<file path="config.mk">
export PLATFORM = sky130hd
export DESIGN_NAME = dpram_fifo_ctrl
export DESIGN_NICKNAME = d
export VERILOG_FILES = /design/src/rtl/dpram_pkg.sv /design/src/rtl/dpram_wrap_ptr.sv /design/src/rtl/dpram_fifo_ctrl.sv
export SDC_FILE = /design/constraint.sdc
export NUM_CORES = 1
export LEC_CHECK = 0
export CAP_MARGIN = 5
export CORE_MARGIN = 4
export CORE_UTILIZATION = 42
export DETAILED_ROUTE_END_ITERATION = 10
export PLACE_DENSITY = 0.85
export SYNTH_ARGS = -nofsm -noshare
export SYNTH_HDL_FRONTEND = slang
export SYNTH_SLANG_ARGS = --single-unit
</file>
<file path="constraint.sdc">
create_clock -name clk -period 3.4 [get_ports clk]
set_input_delay 0.34 -clock clk [delete_from_list [all_inputs] [get_ports clk]]
set_output_delay 0.34 -clock clk [all_outputs]
set_load 0.05 [all_outputs]
</file>
<file path="src/rtl/dpram_pkg.sv">
// Shared constants for the 8x16 dual-port RAM and its FIFO controller.
// The RAM wrapper and the controller both take their default geometry
// from here so that word width and address width cannot drift apart.
package dpram_pkg;

  localparam int DATA_W = 16;
  localparam int ADDR_W = 3;
  localparam int DEPTH  = 1 << ADDR_W;

  // Occupancy needs one extra bit so that "full" (DEPTH) is representable.
  typedef logic [ADDR_W:0] level_t;

endpackage : dpram_pkg

</file>
<file path="src/rtl/dpram_wrap_ptr.sv">
// Wrapping RAM address pointer: counts up by one when inc is high and
// wraps naturally from 2**ADDR_W-1 back to 0. Used for both the write
// and the read pointer of the FIFO controller.
module dpram_wrap_ptr #(
  parameter int ADDR_W = dpram_pkg::ADDR_W
) (
  input  logic              clk,
  input  logic              rst_n,
  input  logic              inc,
  output logic [ADDR_W-1:0] ptr
);

  // Pointer register; power-of-two depth makes the wrap a plain overflow.
  always_ff @(posedge clk or negedge rst_n) begin
    // NOTE: sequential state uses non-blocking (<=) so every flop samples
    // pre-edge values and simulation order between blocks cannot matter.
    if (!rst_n) begin
      ptr <= '0;
    end else if (inc) begin
      ptr <= ptr + ADDR_W'(1);
    end
  end

endmodule : dpram_wrap_ptr

</file>
<file path="src/rtl/dpram_fifo_ctrl.sv">
// FIFO controller owning both ports of an asynchronous dual-port RAM.
// Port A (write) is driven from registers: an accepted push is staged in
// ram_addr_a/ram_din_a with ram_we_a high for the following cycle, and is
// counted in level only once that write cycle ends. Port B (read) is
// addressed by rd_ptr and its data is presented directly as a
// first-word-fall-through pop stream.
//
// Optional feature: define DPRAM_FIFO_ERR_EN to add sticky ovf/udf flags
// (push refused while full / pop attempted while empty).
module dpram_fifo_ctrl #(
  parameter int DATA_W    = dpram_pkg::DATA_W,
  parameter int ADDR_W    = dpram_pkg::ADDR_W,
  parameter int AFULL_LVL = 6
) (
  input  logic              clk,
  input  logic              rst_n,
  // push stream
  input  logic              wr_valid,
  output logic              wr_ready,
  input  logic [DATA_W-1:0] wr_data,
  // pop stream
  output logic              rd_valid,
  input  logic              rd_ready,
  output logic [DATA_W-1:0] rd_data,
  // status
  output logic [ADDR_W:0]   level,
  output logic              afull,
  // RAM port A (write)
  output logic              ram_we_a,
  output logic [ADDR_W-1:0] ram_addr_a,
  output logic [DATA_W-1:0] ram_din_a,
  // RAM port B (read)
  output logic [ADDR_W-1:0] ram_addr_b,
  input  logic [DATA_W-1:0] ram_dout_b
`ifdef DPRAM_FIFO_ERR_EN
  ,
  output logic              ovf,
  output logic              udf
`endif
);

  localparam int DEPTH = 1 << ADDR_W;
  // Occupancy thresholds at the width of the level+pending sum.
  localparam logic [ADDR_W+1:0] DEPTH_OCC = (ADDR_W+2)'(DEPTH);
  localparam logic [ADDR_W+1:0] AFULL_OCC = (ADDR_W+2)'(AFULL_LVL);

  logic [ADDR_W-1:0] wr_ptr;
  logic [ADDR_W-1:0] rd_ptr;
  logic [ADDR_W:0]   level_q;
  logic              pending_q;
  logic [ADDR_W+1:0] occ;
  logic              push;
  logic              pop;

  // Handshake decode. The staged write already owns a slot, so it counts
  // against free space; a pop in the same cycle never frees room for a
  // push (no bypass).
  always_comb begin
    // NOTE: every always_comb output gets a default first, so no path can
    // leave a signal unassigned and infer a latch.
    occ      = '0;
    wr_ready = 1'b0;
    rd_valid = 1'b0;
    afull    = 1'b0;
    push     = 1'b0;
    pop      = 1'b0;

    occ      = {1'b0, level_q} + {{(ADDR_W+1){1'b0}}, pending_q};
    wr_ready = (occ < DEPTH_OCC);
    rd_valid = (level_q != '0);
    afull    = (occ >= AFULL_OCC);
    push     = wr_valid && wr_ready;
    pop      = rd_ready && rd_valid;
  end

  assign level      = level_q;
  assign rd_data    = ram_dout_b;
  assign ram_addr_b = rd_ptr;
  // The staged-write flag is itself the registered RAM write strobe.
  assign ram_we_a   = pending_q;

  dpram_wrap_ptr #(.ADDR_W(ADDR_W)) u_wr_ptr (
    .clk   (clk),
    .rst_n (rst_n),
    .inc   (push),
    .ptr   (wr_ptr)
  );

  dpram_wrap_ptr #(.ADDR_W(ADDR_W)) u_rd_ptr (
    .clk   (clk),
    .rst_n (rst_n),
    .inc   (pop),
    .ptr   (rd_ptr)
  );

  // Port A staging: load address/data on an accepted push; the strobe
  // stays high across back-to-back pushes and drops when nothing is staged.
  // Address and data simply hold between writes.
  always_ff @(posedge clk or negedge rst_n) begin
    if (!rst_n) begin
      pending_q  <= 1'b0;
      ram_addr_a <= '0;
      ram_din_a  <= '0;
    end else begin
      pending_q <= push;
      if (push) begin
        ram_addr_a <= wr_ptr;
        ram_din_a  <= wr_data;
      end
    end
  end

  // Committed occupancy: a staged write counts once its RAM write cycle
  // ends; a pop removes one. Both together leave level unchanged.
  always_ff @(posedge clk or negedge rst_n) begin
    if (!rst_n) begin
      level_q <= '0;
    end else begin
      level_q <= level_q + (ADDR_W+1)'(pending_q) - (ADDR_W+1)'(pop);
    end
  end

`ifdef DPRAM_FIFO_ERR_EN
  // Sticky protocol-error flags, cleared only by reset.
  always_ff @(posedge clk or negedge rst_n) begin
    if (!rst_n) begin
      ovf <= 1'b0;
      udf <= 1'b0;
    end else begin
      if (wr_valid && !wr_ready) ovf <= 1'b1;
      if (rd_ready && !rd_valid) udf <= 1'b1;
    end
  end
`endif

endmodule : dpram_fifo_ctrl
</file>
==> flow_metrics.tcl, run 1 <==
set metrics [dict create \
    yosys-mux-area-fraction_pct 19.9 \
    grt_antenna_before_repair 0 \
    share_of_the_synthesized_area_in_the_top_cell_type_pct 48.6 \
    floorplan.io_pins 82 \
    area.growth.synth_to_final_pct 32.3 \
    grt_start_max_net_pins 31 \
    holdBufCountCts 0 \
    rows 21 \
    antenna_left 0 \
    synthDistinctLibCells 21 \
    route.detailed.drc 0 \
    most-common-layout-cells "clkdlybuf4s50_1 (49), dfrtp_1 (30), mux2_4 (19), ha_1 (10), inv_1 (9)" \
    routabilityCongestion 0.680 \
    layout_commonest_cell "clkdlybuf4s50_1" \
    crit_path_max_fanout 7 \
    antenna-diode-count 0 \
    synth.yosys.seq_area_share_pct 48.6 \
    post_route_cells_drive_above_1_share_pct 21.5 \
    track_usage_pct 14.2 \
    drtPass1Iterations 2 \
    mapped_area_mm2 0.00154 \
    slew-limit-headroom_pct 65.4 \
    finalCritPeriodShare_pct 78.0 \
    holdCritPathClass "in -> async" \
    route.final.wire_length_um 3040 \
    crit_required_ps 3060 \
    worst_setup_path_end_kind "output pin" \
    wl_per_cell_um 15.6 \
    library_cell_used_as_clock_root_buffer "clkbuf_8" \
    grt.overflow.total 0 \
    critPathSlowestCell "clkdlybuf4s50_1" \
    synth_register_bits 30 \
    htreeDepth 2 \
    routed-via-count 907 \
    die_area_mm2 0.00471 \
    rsz_0062_raised_after_global_routing "no" \
    cp.arrival_ps 2310 \
    grt_pass1_vias 1008 \
    synth_top_family_by_area "multiplexers" \
    initial_core_util_pct 44.9 \
    clock-sinks 30 \
    die_w_um 68.6 \
    finalNetCount 195 \
    critPathKind "reg -> out" \
    cts_max_path_buffers 2 \
    slew_viol_final 0 \
    path_cells "ha_1, a31o_2, a22oi_4, clkdlybuf4s50_1" \
    cp_slowest_stage_delay_ps 850 \
    placement.io_buffers 49 \
    worst-r2r-cell-count 10 \
    run_status "finished clean" \
    fin_worst_skew_ps 4.41 \
    synth-compound-area-share_pct 2.76 \
    drv.max_cap_violation_count 0 \
    r2r_setup_slack_ps 960 \
    syn-instance-count 110 \
    post-cts-setup-buffers 0 \
    crit-reg2reg-capture "level[2]$_DFF_PN0_" \
    dp_hpwl_um 2320 \
    postCtsResizedCells 0 \
    post_synth_fa_ha_maj_area_fraction_pct 9.40 \
    crit_path_start_kind "flop" \
    yosys_warnings 0 \
    yosys-top-cells-area "dfrtp_1 (49%), mux2_4 (18%), ha_1 (8.1%)" \
    placeableCoreArea_mm2 0.00344 \
    drtIter0Drc 51 \
    cts_tree "yes" \
    worst_r2r_startpoint "level[2]$_DFF_PN0_" \
    final-hold-violation-count 0 \
    post_drt_via_cell_ratio 4.65 \
    final.setup.tns_ps 0 \
    syn-mean-instance-area_um2 14.0 \
    max_freq_ghz 0.377 \
    worst_pin_slew_ps 517 \
    final_period_minus_worst_setup_slack_ps 2650 \
    cts_made_buffers 5 \
    die-height_um 68.6 \
    global_route_wire_length_before_repair_um 4810 \
    clkSlewWorstSetupHoldPaths_ps 60 \
    worst_skew_pair.late_latency_ps 270 \
    synth_xor_xnor_area_share_pct 3.97 \
    yosys.area.top_type "dfrtp_1" \
    timing.final.setup_violations 0 \
    postSynthNetCount 157 \
    yosys.area_share.simple_pct 3.57 \
]
metal layers:
metal  up-vias  GRT usage (%)  wire length [um]
met5         -              0                 0
met4         0           9.18                92
met3        16           4.38               217
met2        32           22.2              1500
met1       438           16.8              1240
li1        421              -                 -
worst max-delay path, delay by kind of cell, from the launching register on:
family                   cells  cell delay [ps]
adder cells (fa/ha/maj)      1              250
flip-flops                   1              470
buffers and inverters        1              850
AO/OA/AOI/OAI                2              460
area by class of cell:
cell class,count,area [um2]
Inverter,9,33.8
Tap cell,46,57.6
Clock buffer,7,86.3
Sequential cell,30,751
Timing Repair Buffer,50,498
Fill cell,279,1400
Clock inverter,1,5.00
Multi-Input combinational cell,52,612
stage by stage:
| stage | hold WS [ps] | setup WS, ps | util [%] | instance area, um2 | std cells |
|---|---|---|---|---|---|
| floorplan | 44.4 | 458 | - | 1540 | 110 |
| global placement | 457 | 1050 | 56.7 | 1950 | 187 |
| detailed placement | 463 | 961 | 56.7 | 1950 | 187 |
| CTS | 474 | 715 | 59.4 | 2040 | 195 |
| global route | 482 | 657 | 59.4 | 2040 | 195 |
| finish | 459 | 746 | 59.4 | 2040 | 195 |
synth_stat cells:
cell type and instances:
fa_1 1, or3b_1 1, a21oi_1 1, inv_1 9, buf_6 2, and2_1 2
nand2_4 1, nand4_1 1, mux2_2 2, ha_1 10, xor2_1 3, buf_4 16
a31o_2 1, xnor2_1 4, mux2_4 19, dfrtp_1 30, nand3_1 1, nand2_1 3
buf_2 1, a22oi_4 1, a21o_1 1
sequential cells by signal, indices dropped and copies added, names as in the netlist:
register	flops
ram_din_a	16
level	4
ram_addr_a	3
u_rd_ptr.ptr	3
u_wr_ptr.ptr	3
ram_we_a	1
worst max path at each step:
stage                        from                 end  slack (ps)  depth (start not counted)
2_1_floorplan  level[2]$_DFF_PN0_  level[2]$_DFF_PN0_         460                         11
3_3_place_gp   level[2]$_DFF_PN0_  level[2]$_DFF_PN0_        1050                         10
3_5_place_dp   level[2]$_DFF_PN0_  level[2]$_DFF_PN0_         960                         10
4_1_cts        level[1]$_DFF_PN0_            wr_ready         720                          4
5_1_grt        level[1]$_DFF_PN0_            wr_ready         660                          4
6_report       level[1]$_DFF_PN0_            wr_ready         750                          4
cell families after synthesis:
family	after synthesis
AO/OA/AOI/OAI	4
XOR/XNOR	7
adder cells (fa/ha/maj)	11
buffers and inverters	28
flip-flops	30
multiplexers	21
AND/OR/NAND/NOR	9
Power of run 1 is not shown: default switching activity piles up to over one toggle a cycle in this logic, so the estimate is an artifact.
==> run 2, diff against run 1 <==
Settings changed: CORE_UTILIZATION 42 to 35, PLACE_DENSITY 0.85 to 0.76.
Clock period 3.4 ns to 2.23 ns, I/O delays scaled along.
==> run 2 against run 1 <==
  * Hold slack lost 110 ps
  * Utilization down 6.7 points
  * Sequential share of layout area is 2.2 points lower
  * Via count grew 4.6%
  * Clock-buffer cell count is the same
  * Final area rose by 6.8%
  * Register-to-register slack worse by 930 ps
  * Wire length rose by 9.4%
  * Setup slack worse by 720 ps
  * Highest routed layer unchanged
==> flow_metrics.tcl, run 2 (same netlist as run 1, synthesis figures left out) <==
set metrics [dict create \
    rows 23 \
    path_cells "inv_2, ha_2, or3b_4, and2_4, ha_4, inv_2, ha_4, inv_2, fa_2, inv_2" \
    route.final.wire_length_um 3330 \
    initial_core_util_pct 37.3 \
    max_freq_ghz 0.454 \
    worst_skew_pair.late_latency_ps 280 \
    slew_viol_final 0 \
    finalCritPeriodShare_pct 98.8 \
    crit_required_ps 2400 \
    routabilityCongestion 0.736 \
    worst_setup_path_end_kind "flop" \
    finalNetCount 206 \
    die-height_um 74.4 \
    placement.io_buffers 49 \
    clkSlewWorstSetupHoldPaths_ps 70 \
    antenna-diode-count 0 \
    track_usage_pct 12.4 \
    placeableCoreArea_mm2 0.00414 \
    cp_slowest_stage_delay_ps 520 \
    wl_per_cell_um 15.8 \
    grt.overflow.total 0 \
    library_cell_used_as_clock_root_buffer "clkbuf_8" \
    worst_path_most_repeated_cell "inv_2" \
    worst_pin_slew_ps 533 \
    die_area_mm2 0.00554 \
    layout_commonest_cell "clkdlybuf4s50_1" \
    critPathSlowestCell "fa_2" \
    post_route_cells_drive_above_1_share_pct 36.3 \
    final-hold-violation-count 0 \
    run_status "finished clean" \
    crit_path_max_fanout 3 \
    cpLargestDelayFamily "adder cells" \
    drtIter0Drc 34 \
    antenna_left 0 \
    holdCritPathClass "in -> async" \
    cts_max_path_buffers 2 \
    post_drt_via_cell_ratio 4.52 \
    critPathKind "reg -> reg" \
    die_w_um 74.4 \
    postLayoutCellArea_mm2 0.00218 \
    clock-sinks 30 \
    dp_hpwl_um 2440 \
    area.growth.synth_to_final_pct 41.3 \
    pre_cts_slack_ps 12.6 \
    crit_path_start_kind "flop" \
    floorplan.io_pins 82 \
    drv.max_cap_violation_count 0 \
    slew-limit-headroom_pct 64.3 \
    cts_tree "yes" \
    grt_pass1_vias 1101 \
    most-common-layout-cells "clkdlybuf4s50_1 (46), dfrtp_1 (28), mux2_4 (19), buf_4 (13), ha_1 (7)" \
    final_period_minus_worst_setup_slack_ps 2200 \
    fin_worst_skew_ps 6.22 \
    htreeDepth 2 \
    top_register "ram_din_a" \
    final_setup_slack_of_the_worst_path_ps 27.4 \
    timing.final.setup_violations 0 \
    cp.arrival_ps 2370 \
    holdBufCountCts 0 \
    routed-via-count 949 \
    placed_area_mm2 0.00204 \
    cts_made_buffers 5 \
    grt_antenna_before_repair 0 \
    r2r_setup_slack_ps 30 \
    route.detailed.drc 0 \
    rsz_0062_raised_after_global_routing "yes" \
    cp.buffers_inverters 4 \
    grt_start_max_net_pins 31 \
    global_route_wire_length_before_repair_um 5160 \
    largest_register_ffs 16 \
    drtPass1Iterations 4 \
]
run 2: final timing paths:
kind	startpoint	to	depth (start not counted)
worst max-delay path	level[2]$_DFF_PN0_	level[1]$_DFF_PN0_	10
worst min-delay path	rst_n	ram_din_a[3]$_DFFE_PN0P_	2
worst max register to register	level[2]$_DFF_PN0_	level[1]$_DFF_PN0_	10
worst min register to register	u_rd_ptr.ptr[2]$_DFFE_PN0P_	u_rd_ptr.ptr[2]$_DFFE_PN0P_	1
max in group asynchronous	rst_n	level[3]$_DFF_PN0_	2
min in group clk	ram_dout_b[14]	rd_data[14]	0
run 2: through the flow:
stage	std cells	utilization [%]	hold slack [ps]	TNS (ps)
6_report	210	52.7	349	0
5_1_grt	210	52.7	372	-30.8
4_1_cts	204	51.5	360	0
3_5_place_dp	196	49.3	446	0
3_3_place_gp	196	49.3	446	0
2_1_floorplan	110	-	-72.6	-1930
run 2: layout make-up:
class | instances | area [um2]
Clock inverter | 1 | 5.00
Timing Repair Buffer | 61 | 591
Sequential cell | 30 | 753
Multi-Input combinational cell | 52 | 651
Clock buffer | 7 | 86.3
Tap cell | 50 | 62.6
Inverter | 9 | 33.8
Fill cell | 361 | 1960
run 2: timing repair:
action	CTS	global route
hold endpoints to repair	0	0
endpoints found under the setup margin	0	2
resized for setup	0	2
buffers inserted	0	6
run 2: routing by layer:
metal	up-vias	global-route usage, %	wire [um]
met4	0	8.10	104
li1	441	-	-
met2	29	20.7	1720
met5	-	0	0
met1	464	13.8	1320
met3	15	3.38	178
Power of run 2 is left out for the same reason.
==> run 3, diff against run 2 <==
Settings changed: ABC_AREA set to 1, CORE_UTILIZATION 35 to 36.
==> run 3 against run 2 <==
  * Die area is 1.6% higher
  * Synthesized area up 4.7%
  * Clock-buffer cell count fell by 1
  * Maximum frequency is 7.3% higher
  * Utilization is 2.8 points lower
  * Via count increased by 27%
  * Register-to-register slack better by 150 ps
  * Final area down 0.52%
  * Sequential share of layout area increased by 0.29 points
  * Largest cell class unchanged
  * Global-route usage grew 0.33 points
==> flow_metrics.tcl, run 3 <==
set metrics [dict create \
    finalNonFillerCells 259 \
    yosys.cell_count.top_type "nand2_1" \
    post-cts-setup-buffers 0 \
    rows 24 \
    power_density_mw_per_mm2 1840 \
    edff_count_synth 0 \
    grt_pass1_vias 1167 \
    grt_start_max_net_pins 31 \
    pre_cts_slack_ps 184 \
    count_of_filler_cells_inserted_in_the_layout 388 \
    grt_antenna_before_repair 0 \
    placeableCoreArea_mm2 0.00435 \
    ys.flop_type "dfrtp_1" \
    post_drt_via_cell_ratio 4.65 \
    die_w_um 75.0 \
    worst_setup_path_end_kind "output pin" \
    max_freq_ghz 0.487 \
    mapped_area_mm2 0.00162 \
    p_leak_nw 1.07 \
    area.growth.synth_to_final_pct 34.3 \
    share_of_the_synthesized_area_in_the_top_cell_type_pct 46.4 \
    layout_commonest_cell "nand2_1" \
    slew-limit-headroom_pct 62.7 \
    yosys-top-cells-area "dfrtp_1 (46%), nand2_1 (13%), nand4_1 (8.5%)" \
    antenna-diode-count 0 \
    async_reset_ff_share_pct 100 \
    die_area_mm2 0.00563 \
    synthDistinctLibCells 20 \
    hold-worst-slack_ps 344 \
    post_route_cells_drive_above_1_share_pct 12.6 \
    power.total_w 0.00399 \
    critPathKind "reg -> out" \
    crit_path_max_fanout 5 \
    placement.io_buffers 49 \
    ir_drop_mv 0.825 \
    r2r_setup_slack_ps 180 \
    syn-mean-instance-area_um2 9.34 \
    cts_tree "yes" \
    largest_register_ffs 16 \
    crit_path_start_kind "flop" \
    die-height_um 75.0 \
    postSynthNetCount 220 \
    library_cell_used_as_clock_root_buffer "clkbuf_8" \
    routed-via-count 1204 \
    top_cells_by_instance_count_after_synthesis "nand2_1 (56), dfrtp_1 (30), nand4_1 (22)" \
    postCtsResizedCells 0 \
    syn-instance-count 173 \
    routabilityCongestion 0.740 \
    drtIter0Drc 67 \
    floorplan.io_pins 82 \
    rsz_0062_raised_after_global_routing "no" \
    htreeDepth 2 \
    cp.arrival_ps 1830 \
    worst_pin_slew_ps 558 \
    initial_core_util_pct 37.1 \
    grt.overflow.total 0 \
    cts_max_path_buffers 2 \
    clkSlewWorstSetupHoldPaths_ps 60 \
    final_setup_slack_of_the_worst_path_ps 177 \
    worst_r2r_startpoint "level[3]$_DFF_PN0_" \
    track_usage_pct 12.7 \
    finalNetCount 254 \
    top_register "ram_din_a" \
    cts_made_buffers 5 \
    wl_per_cell_um 13.3 \
    most-common-layout-cells "nand2_1 (53), clkdlybuf4s50_1 (47), dfrtp_1 (26), nand4_1 (22), inv_1 (14)" \
    clock-sinks 30 \
    holdBufCountCts 0 \
    holdCritPathClass "in -> async" \
    run_status "finished clean" \
    antenna_left 0 \
    drtPass1Iterations 5 \
    yosys_warnings 0 \
    worst_skew_pair.late_latency_ps 280 \
    synth_register_bits 30 \
    timing.final.setup_violations 0 \
    crit-reg2reg-capture "level[1]$_DFF_PN0_" \
    final_period_minus_worst_setup_slack_ps 2050 \
    dp_hpwl_um 2400 \
    final-hold-violation-count 0 \
    yosys.area.top_type "dfrtp_1" \
    route.detailed.drc 0 \
    slew_viol_final 0 \
    crit_required_ps 2010 \
    finalCritPeriodShare_pct 92.0 \
    synth.yosys.seq_area_share_pct 46.4 \
    drv.max_cap_violation_count 0 \
    worst-r2r-cell-count 11 \
    final.setup.tns_ps 0 \
    place_inst 252 \
    fin_worst_skew_ps 6.29 \
    global_route_wire_length_before_repair_um 5390 \
    route.final.wire_length_um 3450 \
]
-- run 3: cell type report --
type / instances / area (um2) / share of cell area, %
Inverter: 15 / 56.3 / 2.59
Tap cell: 52 / 65.1 / 3.00
Multi-Input combinational cell: 104 / 656 / 30.2
Clock inverter: 1 / 30.0 / 1.38
Sequential cell: 30 / 756 / 34.8
Clock buffer: 6 / 82.6 / 3.80
Timing Repair Buffer: 51 / 526 / 24.2
-- run 3: cells by family (layout without fill, tap and decap cells) --
| family | count (synthesis) | after routing | share of synthesized area (%) |
|---|---|---|---|
| AOI/OAI and AO/OA | 2 | 2 | 1.32 |
| xor gates and xnor gates | 6 | 6 | 3.25 |
| adders and majority gates | 11 | 11 | 8.98 |
| buffers and inverters | 39 | 73 | 14.4 |
| DFF | 30 | 30 | 46.4 |
| and+or+nand+nor | 85 | 85 | 25.6 |
-- run 3: per-layer routing --
layer / GRT usage [%] / vias up / wire, um
met5: 0 / - / 0
met4: 3.75 / 0 / 11
met3: 6.01 / 2 / 344
met2: 19.8 / 44 / 1600
met1: 15.7 / 549 / 1490
li1: - / 609 / -
-- run 3: worst max path at each step --
stage                             from            endpoint  slack, ps  depth (start not counted)
CTS                 level[1]$_DFF_PN0_               afull        160                          6
global placement    level[3]$_DFF_PN0_  level[2]$_DFF_PN0_        210                         11
finish              level[3]$_DFF_PN0_            rd_valid        180                          4
floorplan           level[3]$_DFF_PN0_  level[2]$_DFF_PN0_          4                         11
detailed placement  level[3]$_DFF_PN0_  level[2]$_DFF_PN0_        180                         11
global route        level[1]$_DFF_PN0_               afull         30                          6
-- run 3: worst max-delay path, stage by stage, from the launching register on --
cell and delay, ps:
dfrtp_2 430, inv_2 70, ha_2 180, nand2_4 70, clkdlybuf4s50_1 800
-- run 3: per-stage QoR --
step                instance area, um2  utilization (%)
floorplan                         1640                -
global placement                  2060             47.3
detailed placement                2060             47.3
CTS                               2170             49.9
global route                      2170             49.9
finish                            2170             49.9
-- run 3: report_power, final --
group	total, W	leakage (nW)	switching [W]	internal (W)
Clock	0.000552	0.0573	0.000195	0.000357
Combinational	0.00241	0.645	0.00156	0.000846
Sequential	0.00103	0.365	0.000209	0.000819
Total	0.00399	1.07	0.00196	0.00202
(Power assumes the default switching activity.)
